--- src/rtl/proc_pkg.sv ---
// Shared types for the store write buffer: default widths, FSM states
// and the buffered-store record.
package proc_pkg;

    localparam int DEF_DEPTH  = 4;
    localparam int DEF_ADDR_W = 8;
    localparam int DEF_DATA_W = 32;

    typedef enum logic [1:0] {
        RUN,
        FENCE,
        DONE
    } wb_state_t;

    typedef struct packed {
        logic                  valid;
        logic [DEF_ADDR_W-1:0] addr;
        logic [DEF_DATA_W-1:0] data;
    } store_entry_t;

endpackage

--- src/rtl/wb_match.sv ---
// Youngest-match search over buffered stores, scanning backward from
// wr_ptr-1 so the most recent store to an address wins.
module wb_match #(
    parameter int DEPTH  = 4,
    parameter int ADDR_W = 8
) (
    input  logic [DEPTH-1:0]             valid,
    input  logic [DEPTH-1:0][ADDR_W-1:0] addrs,
    input  logic [$clog2(DEPTH)-1:0]     wr_ptr,
    input  logic [ADDR_W-1:0]            ld_addr,
    output logic                         hit,
    output logic [$clog2(DEPTH)-1:0]     index
);

    localparam int PTR_W = $clog2(DEPTH);

    logic [PTR_W-1:0] idx;

    // Oldest slot first; a later (younger) match overrides an earlier one.
    always_comb begin
        hit   = 1'b0;
        index = '0;
        idx   = '0;
        for (int i = DEPTH; i >= 1; i--) begin
            idx = wr_ptr - PTR_W'(i);
            if (valid[idx] && addrs[idx] == ld_addr) begin
                hit   = 1'b1;
                index = idx;
            end
        end
    end

endmodule

--- src/rtl/store_write_buffer.sv ---
// In-order store write buffer between MEM and data memory with fence drain.
// Define FORWARDING_EN to forward buffered data to loads instead of stalling.
module store_write_buffer
    import proc_pkg::*;
#(
    parameter int DEPTH  = DEF_DEPTH,
    parameter int ADDR_W = DEF_ADDR_W,
    parameter int DATA_W = DEF_DATA_W
) (
    input  logic                     clk,
    input  logic                     rst,
    input  logic                     st_valid,
    input  logic [ADDR_W-1:0]        st_addr,
    input  logic [DATA_W-1:0]        st_data,
    output logic                     st_ready,
    input  logic                     ld_valid,
    input  logic [ADDR_W-1:0]        ld_addr,
    output logic                     ld_hit,
    output logic [DATA_W-1:0]        ld_data,
    output logic                     ld_stall,
    input  logic                     mem_busy,
    output logic                     mem_we,
    output logic [ADDR_W-1:0]        mem_addr,
    output logic [DATA_W-1:0]        mem_wdata,
    input  logic                     fence_req,
    output logic                     fence_done,
    output logic [$clog2(DEPTH):0]   count
);

    localparam int PTR_W = $clog2(DEPTH);
    localparam int CNT_W = PTR_W + 1;

    logic [DEPTH-1:0]             valid_q;
    logic [DEPTH-1:0][ADDR_W-1:0] addr_q;
    logic [DEPTH-1:0][DATA_W-1:0] data_q;
    logic [PTR_W-1:0]             wr_ptr;
    logic [PTR_W-1:0]             rd_ptr;
    logic [CNT_W-1:0]             count_q;
    wb_state_t                    state;
    wb_state_t                    state_next;
    logic                         fence_hold;
    logic                         push;
    logic                         pop;
    logic                         match_hit;
    logic [PTR_W-1:0]             match_idx;

    assign push      = st_valid && st_ready;
    assign pop       = mem_we;
    assign mem_we    = (count_q != '0) && !mem_busy;
    assign mem_addr  = addr_q[rd_ptr];
    assign mem_wdata = data_q[rd_ptr];
    assign count     = count_q;

    always_comb begin
        state_next = state;
        st_ready   = 1'b0;
        fence_done = 1'b0;
        unique case (state)
            RUN: begin
                st_ready = count_q < CNT_W'(DEPTH);
                if (fence_req && !fence_hold)
                    state_next = FENCE;
            end
            FENCE: begin
                if (count_q == '0)
                    state_next = DONE;
            end
            DONE: begin
                fence_done = 1'b1;
                state_next = RUN;
            end
            default: state_next = RUN;
        endcase
    end

    always_ff @(posedge clk) begin
        if (rst) begin
            state      <= RUN;
            fence_hold <= 1'b0;
            valid_q    <= '0;
            wr_ptr     <= '0;
            rd_ptr     <= '0;
            count_q    <= '0;
        end else begin
            state <= state_next;
            // A level fence_req must drop before it can start another fence.
            if (!fence_req)
                fence_hold <= 1'b0;
            else if (state == DONE)
                fence_hold <= 1'b1;
            if (pop) begin
                valid_q[rd_ptr] <= 1'b0;
                rd_ptr          <= rd_ptr + PTR_W'(1);
            end
            if (push) begin
                valid_q[wr_ptr] <= 1'b1;
                wr_ptr          <= wr_ptr + PTR_W'(1);
            end
            unique case ({push, pop})
                2'b10:   count_q <= count_q + CNT_W'(1);
                2'b01:   count_q <= count_q - CNT_W'(1);
                default: count_q <= count_q;
            endcase
        end
    end

    always_ff @(posedge clk) begin
        if (push) begin
            addr_q[wr_ptr] <= st_addr;
            data_q[wr_ptr] <= st_data;
        end
    end

    wb_match #(
        .DEPTH  (DEPTH),
        .ADDR_W (ADDR_W)
    ) u_match (
        .valid   (valid_q),
        .addrs   (addr_q),
        .wr_ptr  (wr_ptr),
        .ld_addr (ld_addr),
        .hit     (match_hit),
        .index   (match_idx)
    );

`ifdef FORWARDING_EN
    assign ld_hit   = ld_valid && match_hit;
    assign ld_data  = ld_hit ? data_q[match_idx] : '0;
    assign ld_stall = 1'b0;
`else
    logic unused_idx;
    assign unused_idx = ^match_idx;
    assign ld_hit     = 1'b0;
    assign ld_data    = '0;
    assign ld_stall   = ld_valid && match_hit;
`endif

endmodule

--- config.mk ---
export PLATFORM = sky130hd
export DESIGN_NAME = store_write_buffer
export DESIGN_NICKNAME = d
export VERILOG_FILES = /design/src/rtl/proc_pkg.sv /design/src/rtl/wb_match.sv /design/src/rtl/store_write_buffer.sv
export SDC_FILE = /design/constraint.sdc
export NUM_CORES = 1
export LEC_CHECK = 0
export ABC_AREA = 1
export CAP_MARGIN = 20
export CORE_UTILIZATION = 58
export CTS_CLUSTER_DIAMETER = 120
export CTS_CLUSTER_SIZE = 25
export DETAILED_ROUTE_END_ITERATION = 8
export PLACE_DENSITY_LB_ADDON = 0.1
export SETUP_SLACK_MARGIN = 0.2
export SYNTH_ARGS = -nofsm -noshare
export SYNTH_HDL_FRONTEND = slang
export SYNTH_SLANG_ARGS = --single-unit
--- constraint.sdc ---
create_clock -name clk -period 3.6 [get_ports clk]
set_input_delay 0.36 -clock clk [delete_from_list [all_inputs] [get_ports clk]]
set_output_delay 0.36 -clock clk [all_outputs]
set_load 0.01 [all_outputs]
==> results.md, run 1 <==
- Full die area: about 15000 um2
- Skew final: ~0.014 ns
- Post-synth top area share: 0.581
- Clock transition at the registers of the reported paths: about 0.070 ns
- GR Layer Usage met2: 0.463
- Peak VDD IR: 494 uV
- Residual DRC count: 0
- Largest cells by area after synthesis: edfxtp_1 (58%), nand2_1 (8.4%), o21ai_0 (5.5%), nand3_1 (4.8%), nor2_1 (4.6%)
- Hold WC Path Type: flip-flop to flip-flop
- Largest net degree at the start of global routing: between 80 and 90
- Power Dens Cells: 763 nW/um2
- Setup TNS: 0 ns
- Final #Nets: between 900 and 1000
- Crit end category: output port
- Crit Path Class: flip-flop to output port
- GRT Total Usage: 0.274
- Total wire length: 19500 um
- Final setup vio count: 0
- Area grow syn2layout: 19.6%
- Seq/Total Area, Yosys: 0.615
- Yosys warning total: 0
- CTS sink cnt: 174
- Bufs on Longest Clock Path: 2
- TritonCTS buffer count: 17
- Arrival time worst endpoint: 2.74 ns
- Post-DP HPWL: 12200 um
- CTS tree: built
- Setup repair after global routing missed its margin: no
- Initial drt markers: roughly 510
- Mapped Area: 8270 um2
- Row cnt: 43
- Busiest grt layer: met2
- Met1 Track Usage GR: 0.342
- Initial antenna violation count: 0
- Final ANT Viol Nets: 0
- EDFF count, synth: 160
- Clock latency at the later pin of the worst-skew pair: 0.42 ns
- Slew margin rel.: 0.456
- Area leader, netlist: edfxtp_1
- Vias in the first global route: 6214
- Mapped Cells: 841
- Routed vias/inst: 5.72
- Core Util, Final: 0.713
- Status: completed
- Initial Util: 0.596
- Die Height: 121 um
- CTS HTree Levels: 4
- Area of the core: approximately 14000 um2
- Post-layout min period: 3.10 ns
- Met3 Usage GRT: 0.0611
- Synth Register Bits: 174
- Top_reg_cell synth: edfxtp_1
- Gpl congestion: around 0.86
- Global-route wire length before repair: 30400 um
- P_leak: 0.00383 uW
- Vias: 6453
- Port bufs: 100
- GR Overflow Total: 0
- Commonest cells in the netlist: nand2_1 (186), edfxtp_1 (160), nor2_1 (102)
- Count of cell types in the netlist: 30
- Final Hold Viols: 0
- Max Slew Vio Count: 0
- Synthesized area per cell: 9.84 um2
- Worst Path Max Fanout: 52
- Drt wl/cell: 17.3 um
- Max Fclk: 322 MHz
- Max-cap violation count: 0
- Period utilization: 0.862
- Antenna Diode Count: 0
- Most frequent cell after synthesis: nand2_1
- I/O Pins: 134
- Slew at the pin with the worst max-slew slack: 0.816 ns
- Clk root buf: clkbuf_16
- Asr flop ratio synth: 0
- # hold bufs at CTS: 0
- Share of layout cells above drive strength 1: 0.0601
- WP data required: 3.24 ns
- Worst setup SP type: flip-flop
- DRT Pass-1 Iters: 5
- Die X: between 100 and 150 um
==> worst paths after layout <==
check / start / end / slack, ns / cells after the start
setup / recovery: wr_ptr[0]$_SDFFE_PP0P_ / ld_stall / 0.50 / 14
hold / removal: fence_hold$_SDFFE_PP0P_ / state[0]$_SDFFE_PP0P_ / 0.46 / 1
setup reg to reg: count[1]$_SDFFE_PP0P_ / count[2]$_SDFFE_PP0P_ / 1.29 / 9
hold reg to reg: fence_hold$_SDFFE_PP0P_ / state[0]$_SDFFE_PP0P_ / 0.46 / 1
==> critical path: stages (launching register included) <==
cell and delay (ns):
dfxtp_1 0.34, buf_4 0.41, nand2_1 0.13, nand3_1 0.13, nand2_1 0.06, nand2_1 0.10, o21ai_0 0.10, inv_1 0.06
nand2_1 0.04, nor2_1 0.12, nand2_1 0.07, nand2_1 0.06, nor2_1 0.05, nor2_1 0.08, clkdlybuf4s50_1 0.53
==> flip-flops by register name, summed over array words and instances, names as in the netlist <==
name        flops
addr_q         32
state           2
wr_ptr          2
fence_hold      1
count           3
valid_q         4
data_q        128
rd_ptr          2
==> kinds of logic (layout without fill, tap and decap cells) <==
family,Yosys count,after routing,synth area share
simple gates,373,373,0.183
fa+ha+maj,10,10,0.0160
flops,174,174,0.615
mux,1,1,0.00121
xor+xnor,2,2,0.00212
buf+inv,117,192,0.0746
compound gates,163,163,0.108
other cells,1,33,0.000453
==> cells in the final DEF (no fill, tap or decap), drive strengths merged <==
master           n
nor3             2
ha               9
o32ai            1
clkdlybuf4s50  100
clkinv           5
o211ai          10
bufinv           2
nor2           102
nand2          186
buf             18
inv             47
edfxtp         160
nor4             1
or2              2
and2             1
clkbuf          18
xor2             2
o22ai           37
fa               1
a21oi           18
clkinvlp         2
mux2i            1
nand3           79
dfxtp           14
o21ai           97
conb            33
==> routing by layer <==
| metal | part of all wire | wire [um] | vias up |
|---|---|---|---|
| met2 | 0.50 | 9860 | 267 |
| met1 | 0.41 | 8080 | 3112 |
| li1 | - | - | 3055 |
| met4 | 0.013 | 261 | 0 |
| met5 | 0 | 0 | - |
| met3 | 0.068 | 1340 | 19 |
==> cell type report <==
cell class,instances,area [um2]
multi-input combinational,582,2690
fill,1019,3990
inverter,42,161
tap,180,225
clock buffer,18,429
timing repair buffer,118,1150
sequential,174,5090
clock inverter,14,155
==> report_power, final <==
| part | leakage (uW) | total (uW) | internal, uW | switching [uW] |
|---|---|---|---|---|
| Sequential | 0.00157 | 2600 | 2500 | 94.4 |
| Clock | 0.000285 | 1820 | 1040 | 783 |
| Combinational | 0.00197 | 3130 | 1260 | 1870 |
==> what timing repair did <==
action                                  CTS  global route
setup buffers                             0             1
endpoints found under the setup margin    0             1
gates resized for setup                   0             1
==> stage by stage <==
stage	setup slack, ns	instances	hold slack [ns]	power (uW)	area [um2]
after floorplan	1.21	873	0.429	4450	8390
after global placement	0.743	1095	0.443	5630	9290
after detailed placement	0.694	1095	0.457	5700	9290
after CTS	0.241	1127	0.466	7540	9870
after global routing	0.269	1128	0.497	7970	9900
final	0.496	1128	0.464	7550	9900
No activity file was read; power rests on OpenSTA's default activity.
==> run 2: changes to the inputs <==
--- a/config.mk
+++ b/config.mk
@@ -7,7 +7,9 @@
 export LEC_CHECK = 0
 export ABC_AREA = 1
 export CAP_MARGIN = 20
-export CORE_UTILIZATION = 58
+export CELL_PAD_IN_SITES_DETAIL_PLACEMENT = 1
+export CELL_PAD_IN_SITES_GLOBAL_PLACEMENT = 1
+export CORE_UTILIZATION = 45
 export CTS_CLUSTER_DIAMETER = 120
 export CTS_CLUSTER_SIZE = 25
 export DETAILED_ROUTE_END_ITERATION = 8
==> run 2 against run 1 <==
  * Worst hold slack better by 0.013 ns
  * First-iteration DRC count decreased by 56%
  * Critical path depth increased by 1
  * Count of clock-buffer cells in the layout decreased by 1
  * Routed wire length grew 15%
  * Cell count grew 4.0%
  * Die area rose by 28%
  * Design area rose by 0.96%
  * Critical endpoint unchanged
  * Highest routed layer is now met5
==> results.md, run 2 (synthesis results as in run 1) <==
- CP top delay family: buffers and inverters
- GRT Total Usage: 0.247 (-0.0267)
- Final Non-Filler Cells: 1173 (+4.0%)
- CTS HTree Levels: 4 (unchanged)
- Placed cell count: 1141 (+4.2%)
- # hold bufs at CTS: 0 (unchanged)
- Hold path start: fence_hold$_SDFFE_PP0P_
- Most frequent CP cell: nand2_1
- Final ANT Viol Nets: 0 (unchanged)
- Max-cap violation count: 0 (unchanged)
- Die X: 138 um (+13%)
- Bufs on Longest Clock Path: 2 (unchanged)
- Slowest CP cell: clkdlybuf4s50_1
- Status: completed
- Fill count: 1972 (+94%)
- Area grow syn2layout: 20.8%
- Final WS setup: 0.477 ns (-0.0190 ns)
- GR Overflow Total: 0 (unchanged)
- Max Slew Vio Count: 0 (unchanged)
- TritonCTS buffer count: 17 (unchanged)
- FF-to-FF Start: count[1]$_SDFFE_PP0P_
- Full die area: 18900 um2 (+28%)
- Final #Nets: 995 (-0.40%)
- Power, Total: 7730 uW (+2.4%)
- Power Dens Cells: 774 nW/um2 (+1.4%)
- CP bufs+invs: 4 (+1)
- P_leak: 0.00383 uW (+0.18%)
- Number of flip-flops in the largest register: 128 (unchanged)
- Post-layout min period: 3.12 ns (+0.0190 ns)
- Share of layout cells above drive strength 1: 0.0583 (-0.00186)
- Initial Util: 0.460 (-0.135)
- Routed vias/inst: 5.42 (-5.3%)
- Hold_ws: 0.477 ns (+0.0135 ns)
- Global-route wire length before repair: 34600 um (+14%)
- CTS sink cnt: 174 (unchanged)
- Internal power: 4810 uW (+0.24%)
- Initial drt markers: 227 (-56%)
- Arrival time worst endpoint: 2.76 ns (+0.02 ns)
- Switching part of the total power: 0.378 (+0.0133)
- Top flop regs: data_q x128, addr_q x32, valid_q x4
- CTS tree: built
- Drt wl/cell: 19.2 um (+11%)
- Most common cell after layout, fill and taps aside: nand2_1
- Crit end category: output port
- Skew final: 0.0111 ns (-0.00262 ns)
- Comb power frac: 0.415 (about the same)
- I/O Pins: 134 (unchanged)
- CP peak stage delay: 0.53 ns (about the same)
- Setup repair after global routing missed its margin: no
- Hold WC Path Type: flip-flop to flip-flop
- Crit Path Class: flip-flop to output port
- Post-DP HPWL: 14600 um (+20%)
- Row cnt: 49 (+14%)
- Residual DRC count: 0 (unchanged)
- DRT Pass-1 Iters: 5 (unchanged)
- Worst setup SP type: flip-flop
- Vias in the first global route: 6677 (+7.5%)
- Flop pwr share: 0.337 (-0.007)
- Worst Path Max Fanout: 18 (-65%)
- Dpl ws: 0.633 ns (-0.0606 ns)
- Final Hold Viols: 0 (unchanged)
- Vias: 6352 (-1.6%)
- Total wire length: 22600 um (+15%)
- Port bufs: 100 (unchanged)
- Peak VDD IR: 535 uV (+8.4%)
- Clk root buf: clkbuf_16
- Reg with most FFs: data_q
- Critical path launch point: wr_ptr[0]$_SDFFE_PP0P_
- Slew at the pin with the worst max-slew slack: 0.872 ns (+0.0554 ns)
- Clock transition at the registers of the reported paths: 0.07 ns (about the same)
- Clock share of power: 0.248 (+0.007)
- Die Height: 138 um (+13%)
- Area of the core: 18000 um2 (+29%)
- Largest net degree at the start of global routing: 82 (unchanged)
- Antenna Diode Count: 0 (unchanged)
- Setup TNS: 0 ns (unchanged)
- WP data required: 3.24 ns (about the same)
- Gpl congestion: 0.827 (-3.3%)
- Max Fclk: 320 MHz (-0.61%)
- P_sw: 2920 uW (+6.1%)
- Clock latency at the later pin of the worst-skew pair: 0.43 ns (about the same)
- Slew margin rel.: 0.419 (-0.0369)
- Worst path cell trace: inv_2, ha_1, clkinv_2, nand3_1, nand2_1, nand2_1, nand2_1, inv_1, nand2_1, nor2_1, nand3_1, nand2_1, nor2_1, nor2_1, clkdlybuf4s50_1
- Final setup vio count: 0 (unchanged)
- Period utilization: 0.868 (+0.00528)
- Initial antenna violation count: 1 (+1)
- Commonest non-fill, non-tap cells in the layout: nand2_1 (186), edfxtp_1 (160), nor2_1 (102)
==> run 2: final timing paths <==
| path | endpoint | slack, ns | cells past startpoint |
|---|---|---|---|
| max | ld_stall | 0.48 | 15 |
| min | state[0]$_SDFFE_PP0P_ | 0.48 | 1 |
| max reg2reg | count[2]$_SDFFE_PP0P_ | 1.16 | 9 |
| min reg2reg | state[0]$_SDFFE_PP0P_ | 0.48 | 1 |
==> run 2: timing repair <==
item | in CTS | in global routing
setup buffers | 0 | 0
setup endpoints to repair | 1 | 1
resized for setup | 1 | 1
==> run 2: cell type report <==
class,instances,area (um2),share of cell area
multi-input combinational,582,2690,0.269
inverter,42,159,0.0159
tap,229,287,0.0287
timing repair buffer,114,1150,0.115
sequential,174,5090,0.509
clock buffer,17,425,0.0426
clock inverter,15,196,0.0197
==> run 2: metal layers <==
metal	GRT usage	routed length [um]	vias to the layer above
met5	0	13	-
met4	0.0891	361	2
met3	0.0508	1030	29
met2	0.434	11600	160
met1	0.299	9580	3115
li1	-	-	3046
==> run 2: stage by stage <==
| stage | cell area (um2) | util |
|---|---|---|
| after floorplan | 8390 | - |
| after global placement | 9360 | 0.521 |
| after detailed placement | 9360 | 0.521 |
| after CTS | 9990 | 0.556 |
| after global routing | 9990 | 0.556 |
| final | 9990 | 0.556 |
==> run 2: power groups by stage <==
stage	logic [uW]	clock network, uW	registers, uW
after floorplan	1830	0	2620
after global placement	3080	0	2620
after detailed placement	3200	0	2640
after CTS	3240	1950	2600
after global routing	3510	2010	2630
final	3210	1920	2600
